--- config.mk ---
export PLATFORM = sky130hd
export DESIGN_NAME = alarm_controller
export DESIGN_NICKNAME = d
export VERILOG_FILES = /design/src/rtl/alarm_controller_pkg.sv /design/src/rtl/alarm_match.sv /design/src/rtl/alarm_controller.sv
export SDC_FILE = /design/constraint.sdc
export NUM_CORES = 1
export LEC_CHECK = 0
export CORE_AREA = 2 2 55 57
export CTS_CLUSTER_DIAMETER = 50
export DETAILED_ROUTE_END_ITERATION = 12
export DIE_AREA = 0 0 57 59
export PLACE_DENSITY = 0.8
export SYNTH_ARGS = -nofsm -noshare
export SYNTH_HDL_FRONTEND = slang
export SYNTH_SLANG_ARGS = --single-unit
--- constraint.sdc ---
create_clock -name clk_in -period 4.1 [get_ports clk_in]
set_input_delay 0.82 -clock clk_in [delete_from_list [all_inputs] [get_ports clk_in]]
set_output_delay 0.82 -clock clk_in [all_outputs]
set_load 0.02 [all_outputs]
--- src/rtl/alarm_controller_pkg.sv ---
// Shared definitions for the alarm path: time field widths, FSM encoding
// and default timing constants.
package alarm_controller_pkg;

  localparam int HR_W   = 5;
  localparam int MIN_W  = 6;
  localparam int SEC_W  = 6;
  localparam int CNT_W  = 10;
  localparam int SNZ_W  = 4;

  localparam int RING_TIMEOUT_S_DEF = 60;
  localparam int SNOOZE_S_DEF       = 300;
  localparam int MAX_SNOOZE_DEF     = 3;

  typedef enum logic [1:0] {
    ST_IDLE    = 2'd0,
    ST_RINGING = 2'd1,
    ST_SNOOZE  = 2'd2
  } state_t;

endpackage

--- src/rtl/alarm_match.sv ---
// Time comparator: flags the first cycle of the programmed HH:MM:00 so a
// level-held match raises the trigger only once.
module alarm_match
  import alarm_controller_pkg::*;
(
  input  logic             clk_in,
  input  logic             rst,
  input  logic             alarm_en,
  input  logic [HR_W-1:0]  cur_hr,
  input  logic [MIN_W-1:0] cur_min,
  input  logic [SEC_W-1:0] cur_sec,
  input  logic [HR_W-1:0]  alm_hr,
  input  logic [MIN_W-1:0] alm_min,
  output logic             trigger
);

  logic match;
  logic match_q;

  assign match = (cur_hr == alm_hr) && (cur_min == alm_min) && (cur_sec == '0);

  always_ff @(posedge clk_in or posedge rst) begin
    if (rst) match_q <= 1'b0;
    else     match_q <= match;
  end

  assign trigger = match && !match_q && alarm_en;

endmodule

--- src/rtl/alarm_controller.sv ---
// Alarm ring / snooze / auto-off state machine feeding the siren enable.
// Outputs are registered and decoded from the next state.
module alarm_controller
  import alarm_controller_pkg::*;
#(
  parameter int RING_TIMEOUT_S = RING_TIMEOUT_S_DEF,
  parameter int SNOOZE_S       = SNOOZE_S_DEF,
  parameter int MAX_SNOOZE     = MAX_SNOOZE_DEF
) (
  input  logic             clk_in,
  input  logic             rst,
  input  logic             tick_1hz,
  input  logic             alarm_en,
  input  logic [HR_W-1:0]  cur_hr,
  input  logic [MIN_W-1:0] cur_min,
  input  logic [SEC_W-1:0] cur_sec,
  input  logic [HR_W-1:0]  alm_hr,
  input  logic [MIN_W-1:0] alm_min,
  input  logic             snooze_btn,
  input  logic             stop_btn,
  output logic             siren_enb,
  output logic             snoozing,
  output logic [SNZ_W-1:0] snooze_left
);

  localparam logic [CNT_W-1:0] RING_LAST = CNT_W'(RING_TIMEOUT_S - 1);
  localparam logic [CNT_W-1:0] SNZ_LAST  = CNT_W'(SNOOZE_S - 1);
  localparam logic [CNT_W-1:0] CNT_ONE   = CNT_W'(1);
  localparam logic [SNZ_W-1:0] SNZ_MAX   = SNZ_W'(MAX_SNOOZE);
  localparam logic [SNZ_W-1:0] SNZ_ONE   = SNZ_W'(1);

  state_t           state_q, state_nxt;
  logic [CNT_W-1:0] sec_cnt, sec_nxt;
  logic [SNZ_W-1:0] snz_nxt;
  logic             trigger;

  alarm_match u_match (
    .clk_in   (clk_in),
    .rst      (rst),
    .alarm_en (alarm_en),
    .cur_hr   (cur_hr),
    .cur_min  (cur_min),
    .cur_sec  (cur_sec),
    .alm_hr   (alm_hr),
    .alm_min  (alm_min),
    .trigger  (trigger)
  );

  always_ff @(posedge clk_in or posedge rst) begin
    if (rst) begin
      state_q     <= ST_IDLE;
      sec_cnt     <= '0;
      snooze_left <= SNZ_MAX;
      siren_enb   <= 1'b0;
      snoozing    <= 1'b0;
    end else begin
      state_q     <= state_nxt;
      sec_cnt     <= sec_nxt;
      snooze_left <= snz_nxt;
      siren_enb   <= (state_nxt == ST_RINGING);
      snoozing    <= (state_nxt == ST_SNOOZE);
    end
  end

  always_comb begin
    state_nxt = state_q;
    sec_nxt   = sec_cnt;
    snz_nxt   = snooze_left;
    if (!alarm_en) begin
      state_nxt = ST_IDLE;
    end else begin
      case (state_q)
        ST_IDLE: begin
          if (trigger) begin
            state_nxt = ST_RINGING;
            snz_nxt   = SNZ_MAX;
          end
        end
        ST_RINGING: begin
          // An exhausted snooze press falls through so the ring timer keeps running.
          if (stop_btn) begin
            state_nxt = ST_IDLE;
          end else if (snooze_btn && (snooze_left != '0)) begin
            state_nxt = ST_SNOOZE;
            snz_nxt   = snooze_left - SNZ_ONE;
          end else if (tick_1hz) begin
            if (sec_cnt == RING_LAST) state_nxt = ST_IDLE;
            else                      sec_nxt   = sec_cnt + CNT_ONE;
          end
        end
        ST_SNOOZE: begin
          if (stop_btn) begin
            state_nxt = ST_IDLE;
          end else if (tick_1hz) begin
            if (sec_cnt == SNZ_LAST) state_nxt = ST_RINGING;
            else                     sec_nxt   = sec_cnt + CNT_ONE;
          end
        end
        default: state_nxt = ST_IDLE;
      endcase
    end
    // Every state entry restarts the second counter.
    if (state_nxt != state_q) sec_nxt = '0;
  end

endmodule

Word-level counts from Yosys, hierarchy flattened
Index checks and enable logic that the tools add are counted.
{ "word_totals": {"register_bits": 19, "in_bits": 34, "output_inout_bits": 6, "elab_cells": 65} }
{ "op_classes": {"n_addsub": 2, "eq_ne": 19, "mux": 24, "reduce_logical": 14} }
{ "ops": {"columns": ["op", "count"], "rows": [
  ["10-bit two-way mux", 9],
  ["3-bit != test, second input constant", 7],
  ["10-bit case mux with 2 select lines", 1],
  ["2-bit two-way mux", 9],
  ["4-bit two-way mux", 3],
  ["10-bit by 1-bit adder with 10-bit output, second input constant", 1],
  ["10-bit by 6-bit == test with 1-bit output, second input constant", 1],
  ["10-bit by 9-bit == test with 1-bit output, second input constant", 1],
  ["9-bit AND reduction", 1],
  ["4-bit case mux with 2 select lines", 1],
  ["6-bit == test", 1],
  ["6-bit logical NOT", 1],
  ["2-bit != test, second input constant", 3],
  ["2-bit case mux with 3 select lines", 1],
  ["5-bit == test", 1],
  ["1-bit logical AND", 5],
  ["5-bit AND reduction", 1],
  ["2-bit by 1-bit == test with 1-bit output, second input constant", 2],
  ["2-bit == test, second input constant", 2],
  ["2-bit nonzero test", 2],
  ["4-bit nonzero test", 1],
  ["4-bit by 1-bit subtractor with 4-bit output, second input constant", 1],
  ["3-bit nonzero test", 1],
  ["2-bit logical NOT", 1],
  ["2 further kinds", 2]
]} }

Longest topological paths before layout
{ "logic_depth": {"word_depth": 11, "mapped_depth": 9, "ltp_nobuf": 8} }

By module
From an unflattened synthesis, not the netlist that was laid out.
{ "hier_totals": {"cells_unflattened": 137, "hier_area_um2": 1327.5} }
{ "by_module_without_submodules": {"columns": ["module", "instances", "cells_each", "area_each_um2", "seq_area_each_um2"], "rows": [
  ["alarm_controller", 1, 115, 1134.8, 452.9],
  ["alarm_match", 1, 22, 192.7, 25.0]
]} }

Worst setup path after synthesis
Ideal clock, no wire load.
{ "synth_timing": {"path_type": "input port to flip-flop", "from": "in cur_sec[1]", "to": "reg sec_cnt[0]", "arrival_time_ps": 2194, "required_time_ps": 3957, "slack_ps": 1763, "cell_stages": 7, "path_cell_list": "or4_4 > nor4_4 > and3_1 > buf_4 > a2111o_1 > buf_6 > a21oi_2"} }
{ "synth_via": {"elab_chain_cells": 10, "elab_cells_between_ends": 19, "classes_between": "8 x eq/ne; 4 x mux; 7 x reduce/logical"} }
{ "synth_rtl": {"columns": ["item", "line", "rtl"], "rows": [
  ["start: declaration", "alarm_controller.sv:16", "input logic [SEC_W-1:0] cur_sec,"],
  ["6-bit logical NOT *", "alarm_match.sv:20", "assign match = (cur_hr == alm_hr) && (cur_min == alm_min) && (cur_sec == '0);"],
  ["1-bit logical AND *", "alarm_match.sv:20", null],
  ["1-bit logical AND * (2 in a row)", "alarm_match.sv:27", "assign trigger = match && !match_q && alarm_en;"],
  ["2-bit two-way mux *", "alarm_controller.sv:74", "if (trigger) begin"],
  ["2-bit case mux with 3 select lines *", "alarm_controller.sv:72", "case (state_q)"],
  ["2-bit two-way mux *", "alarm_controller.sv:69", "if (!alarm_en) begin"],
  ["2-bit != test *", "alarm_controller.sv:103", "if (state_nxt != state_q) sec_nxt = '0;"],
  ["3-bit != test (no line), or another cell as far along", null, null],
  ["9-bit AND reduction (no line)", null, null],
  ["end signal: assignment", "alarm_controller.sv:58", "sec_cnt <= sec_nxt;"],
  ["end: declaration", "alarm_controller.sv:33", "logic [CNT_W-1:0] sec_cnt, sec_nxt;"]
]} }
Every way passes the cells marked *; elsewhere a longest branch is shown, timed or not.
A chain may end at the register's enable or synchronous reset.

Worst setup path after layout
Same ends and word-level chain as after synthesis.

==> results.md <==
- Result of the run: finished, final reports clean
- Sum Neg Setup Slack: 0 ns
- Met2 routed WL: 1484 um
- Net count after synthesis: 171
- Main combinational cell family by area after synthesis: simple AND/OR/NAND/NOR gates
- Detailed-placement wirelength estimate: 2413 um
- GRT overflow: 0
- Reg2reg end: sec_cnt[0]
- Fraction of final layout cells with drive strength greater than 1: 0.1437
- Post-placement cell area: 1742 um^2
- H-tree lvl count: 1
- Number of enable-type register cells in the synthesized netlist: 0
- Data arrival time of the critical path: 2.95 ns
- Total of hold buffers inserted after clock tree synthesis: 0
- Worst-case vdd ir drop: 0.1769 mV
- Hold Path Class: reg2reg
- Post-route design area: 1768 um^2
- Area of the mapped netlist: 1336 um^2
- Max transition margin: 0.5382
- Fraction of the yosys area taken by sequential cells: 0.3577
- Synthesized area per cell: 9.972 um^2
- Count of input and output buffers: 39
- Site row count: 19
- Area share of the largest cell type after synthesis: 0.3184
- Register-to-register setup slack: 1.84 ns
- Min-delay src: snooze_left[2]
- Compound-Gate Fraction of Synth Area: 0.1601
- CP max FO: 10
- Initial Utilization: 0.4931
- Iter 0 DRT Violations: 55
- Power density over the cells: 189.5 nW/um^2
- Initial antenna violation count: 0
- Top-count cell post-synth: sky130_fd_sc_hd__dfrtp_1
- Cells resized by post-CTS repair: 0
- Worst path cell trace: clkdlybuf4s50_1 -> or4_4 -> nor4_4 -> and3_1 -> a2111o_1 -> a21oi_2
- # diodes: 0
- Category of the worst setup path capture point: flop
- Leading post-synthesis cells by instance count: 17 x sky130_fd_sc_hd__dfrtp_1, 16 x sky130_fd_sc_hd__xnor2_1, 10 x sky130_fd_sc_hd__a21oi_2, 10 x sky130_fd_sc_hd__nand3_1, 7 x sky130_fd_sc_hd__nand2_1
- Ys async rst share: 1.000
- Io pins: 40
- Maximum number of buffers from clock root to sink: 2
- Leakage dissipation: 0.6789 nW
- Max-cap violations: 0
- Topmost layer with routed signal wires: met4
- Post-CTS setup-driven buffer insertion count: 0
- Area of combinational cells with multiple inputs: 819.5 um^2
- Largest net degree at the start of global routing: 20
- Worst setup path end: sec_cnt[0]
- Largest cells by area after synthesis: sky130_fd_sc_hd__dfrtp_1 32%, sky130_fd_sc_hd__xnor2_1 10%, sky130_fd_sc_hd__a21oi_2 6.6%, sky130_fd_sc_hd__dfstp_2 3.9%, sky130_fd_sc_hd__nand3_1 3.7%
- Area growth syn-to-layout: 32.30%
- Via count of the routed design: 1175
- Top cell type by total area after synthesis: sky130_fd_sc_hd__dfrtp_1
- Slew @ Worst Pin: 0.6919 ns
- Maximum operating frequency: 0.3590 GHz
- Via count of the first global-routing pass: 1256
- Sort of element at the start of the critical path: input pin
- Fin crit share: 0.6794
- Detail-routed net length per standard cell: 13.98 um
- Yosys reg bits: 19
- Number of detailed-route iterations in the first pass: 4
- Synth Instances: 134
- Shortest clock period the worst path allows after layout: 2.785 ns
- Sum of routed wire segments on met1: 1234 um
- Setup crit start: cur_sec[1]
- DRT antenna net count: 0
- Die extent in y: 59 um
- Clock latency on the worst-skew pair: 0.29 ns
- Post-Synth XOR/XNOR Area: 0.1376
- Area of the die: 3363 um^2
- First-pass GRT wire length: 5092 um
- Crit Path Category: in2reg
- Total routing usage reported by global routing: 0.1878
- CTS tree: built
- CP max-delay cell: sky130_fd_sc_hd__or4_4
- Horizontal die dimension: 57 um
- Number of different library cells in the post-synthesis netlist: 40
- Launch instance of the worst register-to-register path: sec_cnt[2]
- Synth Area in Simple Gates: 0.2725
- Detail-routed via count per cell: 5.732
- CP peak stage delay: 0.54 ns
- Number of sinks handled by clock tree synthesis: 19
- Proportion of synthesized area in mux cells: 0.01498
- Data required, critical path: 4.26 ns
- Hold violation count in the final report: 0
- Total clock buffers created by CTS: 3
- Logic depth of the worst register-to-register path: 5
- Sequential cell area in the final layout: 478.0 um^2
- Post-route DRC violation count: 0
- Wire length after detailed routing: 2865 um
- Gp weighted congestion: 0.8404
- Count of fill cells added during filler insertion: 236
- Setup repair after global routing missed its margin: no
- Core outline area: 2710 um^2
- Fraction of the mapped netlist area in adder cells: 0.02809
- Count of warnings emitted by yosys: 0
- Final setup skew: 0.006717 ns
- Clock transition time at the flip-flop clock pins of the worst setup and hold paths: 0.10 ns
- Wire length on met3: 117 um
- Final #Nets: 212
- Final setup fails: 0
- Main flop type after synthesis: sky130_fd_sc_hd__dfrtp_1
- Clock root cell: sky130_fd_sc_hd__clkbuf_4
- Slew Viols, Final: 0
-- worst min-delay path by stage --
stage / slack (ns) / cells past startpoint / endpoint
6_report: 0.56 / 1 / snooze_left[2]
5_1_grt: 0.59 / 1 / snooze_left[2]
4_1_cts: 0.56 / 1 / snooze_left[2]
3_5_place_dp: 0.54 / 1 / snooze_left[2]
3_3_place_gp: 0.53 / 1 / snooze_left[0]
2_1_floorplan: 0.55 / 2 / sec_cnt[3]
-- stage by stage --
| stage | power (mW) | hold slack (ns) | instances | util | setup slack (ns) |
|---|---|---|---|---|---|
| 2_1_floorplan | 0.2093 | 0.5503 | 134 | - | 1.763 |
| 3_3_place_gp | 0.2460 | 0.5338 | 201 | 0.6427 | 1.072 |
| 6_report | 0.3349 | 0.5570 | 205 | 0.6524 | 1.315 |
| 5_1_grt | 0.3512 | 0.5863 | 205 | 0.6524 | 1.175 |
| 4_1_cts | 0.3358 | 0.5639 | 205 | 0.6524 | 1.311 |
| 3_5_place_dp | 0.2475 | 0.5369 | 201 | 0.6427 | 0.9974 |
-- report_power, final --
group | total [mW] | switching (mW) | internal [mW]
combinational | 0.0554 | 0.0185 | 0.0369
sequential | 0.188 | 0.000309 | 0.188
clock | 0.0916 | 0.0538 | 0.0378
total | 0.335 | 0.0726 | 0.262
-- routing by layer --
layer | track usage | vias to the layer above
met4 | 0.06977 | 0
met3 | 0.03493 | 6
li1 | - | 567
met1 | 0.2224 | 565
met5 | 0 | -
met2 | 0.3399 | 37
-- critical path: cells and delay by family --
family,cells,cell delay (ns)
buf+inv,1,0.40
compound gates,2,0.60
simple gates,3,1.12
-- state kept, by name, indices dropped and copies added, names as in the netlist --
name             flops
sec_cnt             10
siren_enb            1
snooze_left          4
snoozing             1
state_q              2
u_match.match_q      1
-- cell families (layout without fill, tap and decap cells) --
family                   after synthesis  after routing
flip-flops                            19             19
multiplexers                           2              2
AND/OR/NAND/NOR                       56             56
buffers and inverters                  7             47
XOR/XNOR                              21             21
AO/OA/AOI/OAI                         26             26
adder cells (fa/ha/maj)                3              3
-- final cells by class --
class                   instances  area share
clock buffers                   4     0.01486
inverters                       4    0.008493
multi-input cells             108      0.4636
flip-flops and latches         19      0.2703
well taps                      31     0.02194
repair buffers                 39      0.2208
-- cell usage in the layout, fill, tap and decap left out, drive strengths merged, types with 3 or more instances in the layout --
| cell | Yosys | layout |
|---|---|---|
| nand2b | 4 | 4 |
| nand2 | 7 | 7 |
| dfrtp | 17 | 17 |
| clkbuf | 0 | 4 |
| a31oi | 3 | 3 |
| clkdlybuf4s50 | 0 | 39 |
| nor4 | 5 | 5 |
| nor3 | 5 | 5 |
| xnor2 | 16 | 16 |
| nor2 | 4 | 4 |
| a21oi | 15 | 15 |
| ha | 3 | 3 |
| nand3 | 10 | 10 |
| xor2 | 5 | 5 |
| inv | 4 | 4 |
| nand4 | 5 | 5 |
Note: power is estimated with default switching activity, not from simulation.
